$ cat src/rtl/imm_pkg.sv
// -----------------------------------------------------------------------------
// imm_pkg
// Shared definitions for the immediate-generator pipeline:
//   - imm_type_e : immediate type codes (110 and 111 are illegal)
//   - ZIMM_W     : width of the CSR zimm field (instr[19:15])
//   - xlen_legal : elaboration-time check of the XLEN parameter
// -----------------------------------------------------------------------------
package imm_pkg;

    typedef enum logic [2:0] {
        IMM_I = 3'b000,
        IMM_S = 3'b001,
        IMM_B = 3'b010,
        IMM_U = 3'b011,
        IMM_J = 3'b100,
        IMM_Z = 3'b101
    } imm_type_e;

    localparam int ZIMM_W = 5;

    function automatic bit xlen_legal(input int xlen);
        return (xlen == 32) || (xlen == 64);
    endfunction

endpackage

$ cat src/rtl/imm_gen_pipe_if.sv
// -----------------------------------------------------------------------------
// imm_gen_pipe_if
// Request/response bundle of the immediate-generator pipeline.
//   in_valid/in_ready   : request handshake (producer -> pipe)
//   in_instr[24:0]      : instruction bits 31..7
//   in_type[2:0]        : immediate type code
//   in_tag[TAG_W-1:0]   : sideband tag, returned unchanged
//   out_valid/out_ready : response handshake (pipe -> consumer)
//   out_imm[XLEN-1:0]   : decoded immediate
//   out_tag, out_err    : tag and illegal-type flag of the head entry
// Modports: master = producer/consumer side, slave = the pipeline.
// -----------------------------------------------------------------------------
interface imm_gen_pipe_if #(
    parameter int XLEN  = 32,
    parameter int TAG_W = 5
);
    logic             in_valid;
    logic             in_ready;
    logic [24:0]      in_instr;
    logic [2:0]       in_type;
    logic [TAG_W-1:0] in_tag;
    logic             out_valid;
    logic             out_ready;
    logic [XLEN-1:0]  out_imm;
    logic [TAG_W-1:0] out_tag;
    logic             out_err;

    modport master (
        output in_valid, in_instr, in_type, in_tag, out_ready,
        input  in_ready, out_valid, out_imm, out_tag, out_err
    );

    modport slave (
        input  in_valid, in_instr, in_type, in_tag, out_ready,
        output in_ready, out_valid, out_imm, out_tag, out_err
    );
endinterface

$ cat src/rtl/imm_decode_core.sv
// -----------------------------------------------------------------------------
// imm_decode_core
// Purely combinational RISC-V immediate extraction.
//   instr_i[24:0] : instruction bits 31..7
//   type_i[2:0]   : immediate type code (imm_pkg::imm_type_e)
//   imm_o         : immediate, extended to XLEN (0 for an illegal type)
//   err_o         : high for the illegal codes 110/111
// -----------------------------------------------------------------------------
module imm_decode_core
    import imm_pkg::*;
#(
    parameter int XLEN = 32
) (
    input  logic [24:0]     instr_i,
    input  logic [2:0]      type_i,
    output logic [XLEN-1:0] imm_o,
    output logic            err_o
);

    // Re-index so bit numbers match the architectural instruction layout.
    logic [31:7]        ins;
    logic signed [31:0] imm32;

    assign ins = instr_i;

    always_comb begin
        imm32 = '0;
        err_o = 1'b0;
        case (type_i)
            IMM_I:   imm32 = {{20{ins[31]}}, ins[31:20]};
            IMM_S:   imm32 = {{20{ins[31]}}, ins[31:25], ins[11:7]};
            IMM_B:   imm32 = {{19{ins[31]}}, ins[31], ins[7], ins[30:25], ins[11:8], 1'b0};
            IMM_U:   imm32 = {ins[31:12], 12'b0};
            IMM_J:   imm32 = {{11{ins[31]}}, ins[31], ins[19:12], ins[20], ins[30:21], 1'b0};
            IMM_Z:   imm32 = {{(32-ZIMM_W){1'b0}}, ins[19:15]};
            default: begin
                imm32 = '0;
                err_o = 1'b1;
            end
        endcase
    end

    // Signed size cast sign-extends; the zimm value is already non-negative.
    assign imm_o = XLEN'(imm32);

endmodule

$ cat src/rtl/imm_gen_pipe.sv
// -----------------------------------------------------------------------------
// imm_gen_pipe
// Decodes an immediate when a request is accepted and buffers the result in a
// DEPTH-entry FIFO; the head entry is presented one cycle after acceptance.
//   clk   : rising-edge clock
//   rst   : asynchronous active-high reset
//   flush : synchronous discard of all entries (wins over push/pop)
//   bus   : imm_gen_pipe_if.slave request/response bundle
// Optional feature macro: IMM_ILLEGAL_TRAP_EN -- store a per-entry illegal-type
// flag and present it on out_err; otherwise out_err is tied low.
// -----------------------------------------------------------------------------
module imm_gen_pipe
    import imm_pkg::*;
#(
    parameter int XLEN  = 32,
    parameter int DEPTH = 2,
    parameter int TAG_W = 5
) (
    input  logic            clk,
    input  logic            rst,
    input  logic            flush,
    imm_gen_pipe_if.slave   bus
);

    localparam int AW = (DEPTH > 1) ? $clog2(DEPTH) : 1;
    localparam int CW = AW + 1;

    if (!xlen_legal(XLEN)) begin : g_bad_xlen
        $error("imm_gen_pipe: XLEN must be 32 or 64");
    end
    if ((DEPTH < 2) || ((DEPTH & (DEPTH - 1)) != 0)) begin : g_bad_depth
        $error("imm_gen_pipe: DEPTH must be a power of two >= 2");
    end

    logic [XLEN-1:0]  mem_imm_q [DEPTH];
    logic [TAG_W-1:0] mem_tag_q [DEPTH];
    logic [AW-1:0]    wr_ptr_q, wr_ptr_d;
    logic [AW-1:0]    rd_ptr_q, rd_ptr_d;
    logic [CW-1:0]    cnt_q, cnt_d;
    logic             full, empty, push, pop;
    logic [XLEN-1:0]  dec_imm;
    logic             dec_err;

    imm_decode_core #(.XLEN(XLEN)) u_dec (
        .instr_i (bus.in_instr),
        .type_i  (bus.in_type),
        .imm_o   (dec_imm),
        .err_o   (dec_err)
    );

    // Handshake depends only on registered occupancy, never on out_ready.
    assign full         = (cnt_q == CW'(DEPTH));
    assign empty        = (cnt_q == '0);
    assign bus.in_ready = !full;
    assign push         = bus.in_valid && !full && !flush;
    assign pop          = !empty && bus.out_ready && !flush;

    always_comb begin
        wr_ptr_d = wr_ptr_q;
        rd_ptr_d = rd_ptr_q;
        cnt_d    = cnt_q;
        if (flush) begin
            wr_ptr_d = '0;
            rd_ptr_d = '0;
            cnt_d    = '0;
        end else begin
            if (push) wr_ptr_d = wr_ptr_q + AW'(1);
            if (pop)  rd_ptr_d = rd_ptr_q + AW'(1);
            cnt_d = cnt_q + CW'(push) - CW'(pop);
        end
    end

    always_ff @(posedge clk or posedge rst) begin
        if (rst) begin
            wr_ptr_q <= '0;
            rd_ptr_q <= '0;
            cnt_q    <= '0;
        end else begin
            wr_ptr_q <= wr_ptr_d;
            rd_ptr_q <= rd_ptr_d;
            cnt_q    <= cnt_d;
        end
    end

    // Storage is data only; validity comes from the occupancy count.
    always_ff @(posedge clk) begin
        if (push) begin
            mem_imm_q[wr_ptr_q] <= dec_imm;
            mem_tag_q[wr_ptr_q] <= bus.in_tag;
        end
    end

    // Outputs are masked to zero when empty so reset clears them immediately.
    assign bus.out_valid = !empty;
    assign bus.out_imm   = empty ? '0 : mem_imm_q[rd_ptr_q];
    assign bus.out_tag   = empty ? '0 : mem_tag_q[rd_ptr_q];

`ifdef IMM_ILLEGAL_TRAP_EN
    logic mem_err_q [DEPTH];

    always_ff @(posedge clk) begin
        if (push) mem_err_q[wr_ptr_q] <= dec_err;
    end

    assign bus.out_err = empty ? 1'b0 : mem_err_q[rd_ptr_q];
`else
    logic unused_dec_err;
    assign unused_dec_err = dec_err;
    assign bus.out_err    = 1'b0;
`endif

endmodule

$ cat src/flat_wrapper.sv
// flat-port wrapper written by rule: the top's interface ports become plain ports
module imm_gen_pipe_flat import imm_pkg::*;
#(
    parameter int XLEN  = 32,
    parameter int DEPTH = 2,
    parameter int TAG_W = 5
)
  (clk, rst, flush, bus_in_valid, bus_in_instr, bus_in_type, bus_in_tag, bus_out_ready, bus_in_ready, bus_out_valid, bus_out_imm, bus_out_tag, bus_out_err);
  imm_gen_pipe_if #(.XLEN(XLEN), .TAG_W(TAG_W)) bus_i ();
  input  logic clk;
  input  logic rst;
  input  logic flush;
  input wire logic [$bits(bus_i.in_valid)-1:0] bus_in_valid;
  input wire logic [$bits(bus_i.in_instr)-1:0] bus_in_instr;
  input wire logic [$bits(bus_i.in_type)-1:0] bus_in_type;
  input wire logic [$bits(bus_i.in_tag)-1:0] bus_in_tag;
  input wire logic [$bits(bus_i.out_ready)-1:0] bus_out_ready;
  output wire logic [$bits(bus_i.in_ready)-1:0] bus_in_ready;
  output wire logic [$bits(bus_i.out_valid)-1:0] bus_out_valid;
  output wire logic [$bits(bus_i.out_imm)-1:0] bus_out_imm;
  output wire logic [$bits(bus_i.out_tag)-1:0] bus_out_tag;
  output wire logic [$bits(bus_i.out_err)-1:0] bus_out_err;
  assign bus_i.in_valid = bus_in_valid;
  assign bus_i.in_instr = bus_in_instr;
  assign bus_i.in_type = bus_in_type;
  assign bus_i.in_tag = bus_in_tag;
  assign bus_i.out_ready = bus_out_ready;
  assign bus_in_ready = bus_i.in_ready;
  assign bus_out_valid = bus_i.out_valid;
  assign bus_out_imm = bus_i.out_imm;
  assign bus_out_tag = bus_i.out_tag;
  assign bus_out_err = bus_i.out_err;
  imm_gen_pipe #(.XLEN(XLEN), .DEPTH(DEPTH), .TAG_W(TAG_W)) u_core (.clk(clk), .rst(rst), .flush(flush), .bus(bus_i));
endmodule
$ cat config.mk
export PLATFORM = sky130hd
export DESIGN_NAME = imm_gen_pipe_flat
export DESIGN_NICKNAME = d
export VERILOG_FILES = /design/src/rtl/imm_pkg.sv /design/src/rtl/imm_gen_pipe_if.sv /design/src/rtl/imm_decode_core.sv /design/src/rtl/imm_gen_pipe.sv /design/src/flat_wrapper.sv
export SDC_FILE = /design/constraint.sdc
export NUM_CORES = 1
export LEC_CHECK = 0
export ABC_AREA = 1
export CORE_MARGIN = 2
export CORE_UTILIZATION = 40
export DETAILED_ROUTE_END_ITERATION = 12
export PLACE_DENSITY = 0.65
export SYNTH_ARGS = -nofsm -noshare
export SYNTH_HDL_FRONTEND = slang
export SYNTH_SLANG_ARGS = --single-unit
$ cat constraint.sdc
create_clock -name clk -period 6.7 [get_ports clk]
set_clock_uncertainty 0.05 [all_clocks]
set_input_delay 1.005 -clock clk [delete_from_list [all_inputs] [get_ports clk]]
set_output_delay 1.005 -clock clk [all_outputs]
set_load 0.005 [all_outputs]
==> load_flow_metrics.sql <==
INSERT INTO impl_metrics (metric_group, metric, value, unit) VALUES
('synthesis', 'seq_area_frac_synth', '64.5', '%'),
('die', 'io_pins', '78', ''),
('pwr', 'power.ir.vdd_worst', '150', 'uV'),
('global_route', 'gr-total-overflow', '0', ''),
('clock_tree', 'post_cts_resized', '0', ''),
('setup_path', 'cp_slowest_cell', 'sky130_fd_sc_hd__clkdlybuf4s50_1', ''),
('clock_tree', 'clkLatencyLatePin', '0.33', 'ns'),
('synthesis', 'yosys_most_used_dff', 'sky130_fd_sc_hd__edfxtp_1', ''),
('setup_path', 'ff2ff_setup_slack', '5.08', 'ns'),
('drt', 'avgRoutedWirePerCell', '14.8', 'um'),
('timing', 'tightest_slew', '0.749', 'ns'),
('global_route', 'via_count_of_the_first_global_routing_pass', '2709', ''),
('timing', 'hold_viol', '0', ''),
('timing', 'max-slew-margin-rel', '49.9', '%'),
('global_route', 'antenna_violations_before_repair', '0', ''),
('setup_path', 'worstSetupPathType', 'reg2out', ''),
('timing', 'hold_slack', '0.465', 'ns'),
('global_route', 'gr-usage-all-layers', '17.0', '%'),
('setup_path', 'critPathRequiredTime', '5.64', 'ns'),
('synthesis', 'synthesis.area_per_instance', '9.91', 'um^2'),
('final_layout', 'post_route_cells_drive_above_1_share', '5.94', '%'),
('setup_path', 'worst_r2r_startpoint', 'u_core.cnt_q[1]', ''),
('clock_tree', 'cts_tree', 'yes', ''),
('synthesis', 'syn_inst', '363', ''),
('die', 'placementRows', '34', ''),
('die', 'initial_utilization', '41.3', '%'),
('global_route', 'grt_pass1_wl', '12900', 'um'),
('drt', 'detail_route.wirelength', '8070', 'um'),
('final_layout', 'final_area', '0.00464', 'mm^2'),
('synthesis', 'yosys.cell_types.count', '23', ''),
('pwr', 'power.density_cell_area', '272', 'mW/mm^2'),
('clock_tree', 'cts-buffers-inserted', '9', ''),
('min_path', 'timing.hold.worst.start', 'u_core.wr_ptr_q', ''),
('setup_path', 'worstSetupEndpointType', 'primary output', ''),
('drt', 'detailroute.via_count', '2730', ''),
('timing', 'finalSetupViolations', '0', ''),
('final_layout', 'number_of_nets_in_the_final_layout', '474', ''),
('timing', 'pnr_worst_setup_slack', '3.38', 'ns'),
('drt', 'drt_first_iter_violations', '152', ''),
('die', 'die_x', '98.8', 'um'),
('drt', 'drc', '0', ''),
('timing', 'finalMaxSlewViolations', '0', ''),
('clock_tree', 'post_cts.repair.setup_buffers', '0', ''),
('placed_design', 'detailedPlacementHpwl', '5220', 'um'),
('status', 'outcome', 'completed', ''),
('die', 'die_height', '98.8', 'um'),
('final_layout', 'area_delta_synth_final', '28.9', '%'),
('timing', 'achievable-frequency', '0.301', 'GHz'),
('die', 'die_area', '0.00977', 'mm^2'),
('setup_path', 'worst-path-stages', '5', ''),
('final_layout', 'layout.cells.most_common', 'sky130_fd_sc_hd__nand2_1', ''),
('synthesis', 'synthesized_netlist_net_count', '403', ''),
('final_layout', 'reg_area', '0.00232', 'mm^2'),
('setup_path', 'crit_buf_inv', '3', ''),
('setup_path', 'crit_chain', 'inv_1 -> buf_4 -> nand2_1 -> a21oi_1 -> clkdlybuf4s50_1', ''),
('setup_path', 'worstRegToRegCells', '4', ''),
('setup_path', 'critical_path_max_stage_delay', '0.54', 'ns'),
('setup_path', 'worst_path_max_fanout', '26', ''),
('drt', 'vias_per_cell', '5.00', ''),
('synthesis', 'yosys_warnings', '0', ''),
('setup_path', 'critical_path_end', 'bus_out_imm[0]', ''),
('placed_design', 'place_worst_setup_slack', '3.68', 'ns'),
('drt', 'detail_route.first_pass.iterations', '4', ''),
('final_layout', 'antenna-diode-count', '0', ''),
('placed_design', 'postPlaceCellArea', '0.00441', 'mm^2'),
('placed_design', 'gp_congestion', '0.815', ''),
('final_layout', 'final.fill_count', '798', ''),
('setup_path', 'cp-start-kind', 'flop', ''),
('synthesis', 'yosys_reg_bits', '78', ''),
('job', 'maxCapViolations', '0', ''),
('drt', 'drt.antenna.violating_nets', '0', '');
## cells in the mapped netlist, types with 2 or more instances
cell type,number,area (um^2)
sky130_fd_sc_hd__clkbuf_1,2,7.51
sky130_fd_sc_hd__buf_2,14,70.1
sky130_fd_sc_hd__a21oi_1,38,190
sky130_fd_sc_hd__ha_1,2,25.0
sky130_fd_sc_hd__dfrtp_1,4,100
sky130_fd_sc_hd__nand3_2,2,20.0
sky130_fd_sc_hd__nor2_1,11,41.3
sky130_fd_sc_hd__nand2_1,142,533
sky130_fd_sc_hd__nand2_2,2,12.5
sky130_fd_sc_hd__buf_6,3,33.8
sky130_fd_sc_hd__nand4_1,19,119
sky130_fd_sc_hd__inv_1,31,116
sky130_fd_sc_hd__edfxtp_1,74,2220
sky130_fd_sc_hd__nand3_1,10,50.1
## per-stage QoR
step                      instances  util, %  power, mW
after floorplan                 363        -      0.726
final                           546     53.2       1.26
after CTS                       546     53.2       1.28
after global placement          531     50.6      0.869
after detailed placement        531     50.6      0.874
after global routing            546     53.2       1.33
## flip-flops by register name, summed over array words and instances, names as in the netlist
name	cells
u_core.mem_tag_q	10
u_core.rd_ptr_q	1
u_core.cnt_q	2
u_core.mem_imm_q	64
u_core.wr_ptr_q	1
## kinds of logic after synthesis
kind of cell,share of synthesized area [%]
AND/OR/NAND/NOR,22.0
flip-flops,64.5
buffers and inverters,6.92
AO/OA/AOI/OAI,5.74
adder cells (fa/ha/maj),0.695
other,0.104
## routing by layer
metal / track usage (%) / vias to the layer above / part of all wire, %
met5: 0 / - / 0
met4: 6.22 / 0 / 1.5
met3: 4.47 / 10 / 6.7
met2: 28.8 / 94 / 48
met1: 21.0 / 1268 / 43
li1: - / 1358 / -
## power breakdown
| part | switching [mW] | internal [mW] |
|---|---|---|
| clock network | 0.161 | 0.244 |
| registers | 0.00728 | 0.570 |
| logic | 0.152 | 0.129 |
| total | 0.321 | 0.943 |
## worst min-delay path by stage
| stage | depth (start not counted) | end | slack [ns] |
|---|---|---|---|
| floorplan | 2 | u_core.wr_ptr_q | 0.42 |
| global placement | 2 | u_core.wr_ptr_q | 0.43 |
| detailed placement | 2 | u_core.wr_ptr_q | 0.45 |
| CTS | 2 | u_core.wr_ptr_q | 0.47 |
| global route | 2 | u_core.wr_ptr_q | 0.49 |
| finish | 2 | u_core.wr_ptr_q | 0.47 |
## worst min-delay path, cell delays in order (launching register included)
cell and delay [ns]:
sky130_fd_sc_hd__dfrtp_1 0.35, sky130_fd_sc_hd__nand3_1 0.08, sky130_fd_sc_hd__nand2_1 0.06
## final cells by class
class	count	area share, %
Sequential cell	78	50.1
Multi-Input combinational cell	231	22.3
Inverter	34	2.81
Clock inverter	5	2.13
Timing Repair Buffer	80	17.1
Tap cell	108	2.91
Clock buffer	10	2.75
No activity file was read; power rests on OpenSTA's default activity.
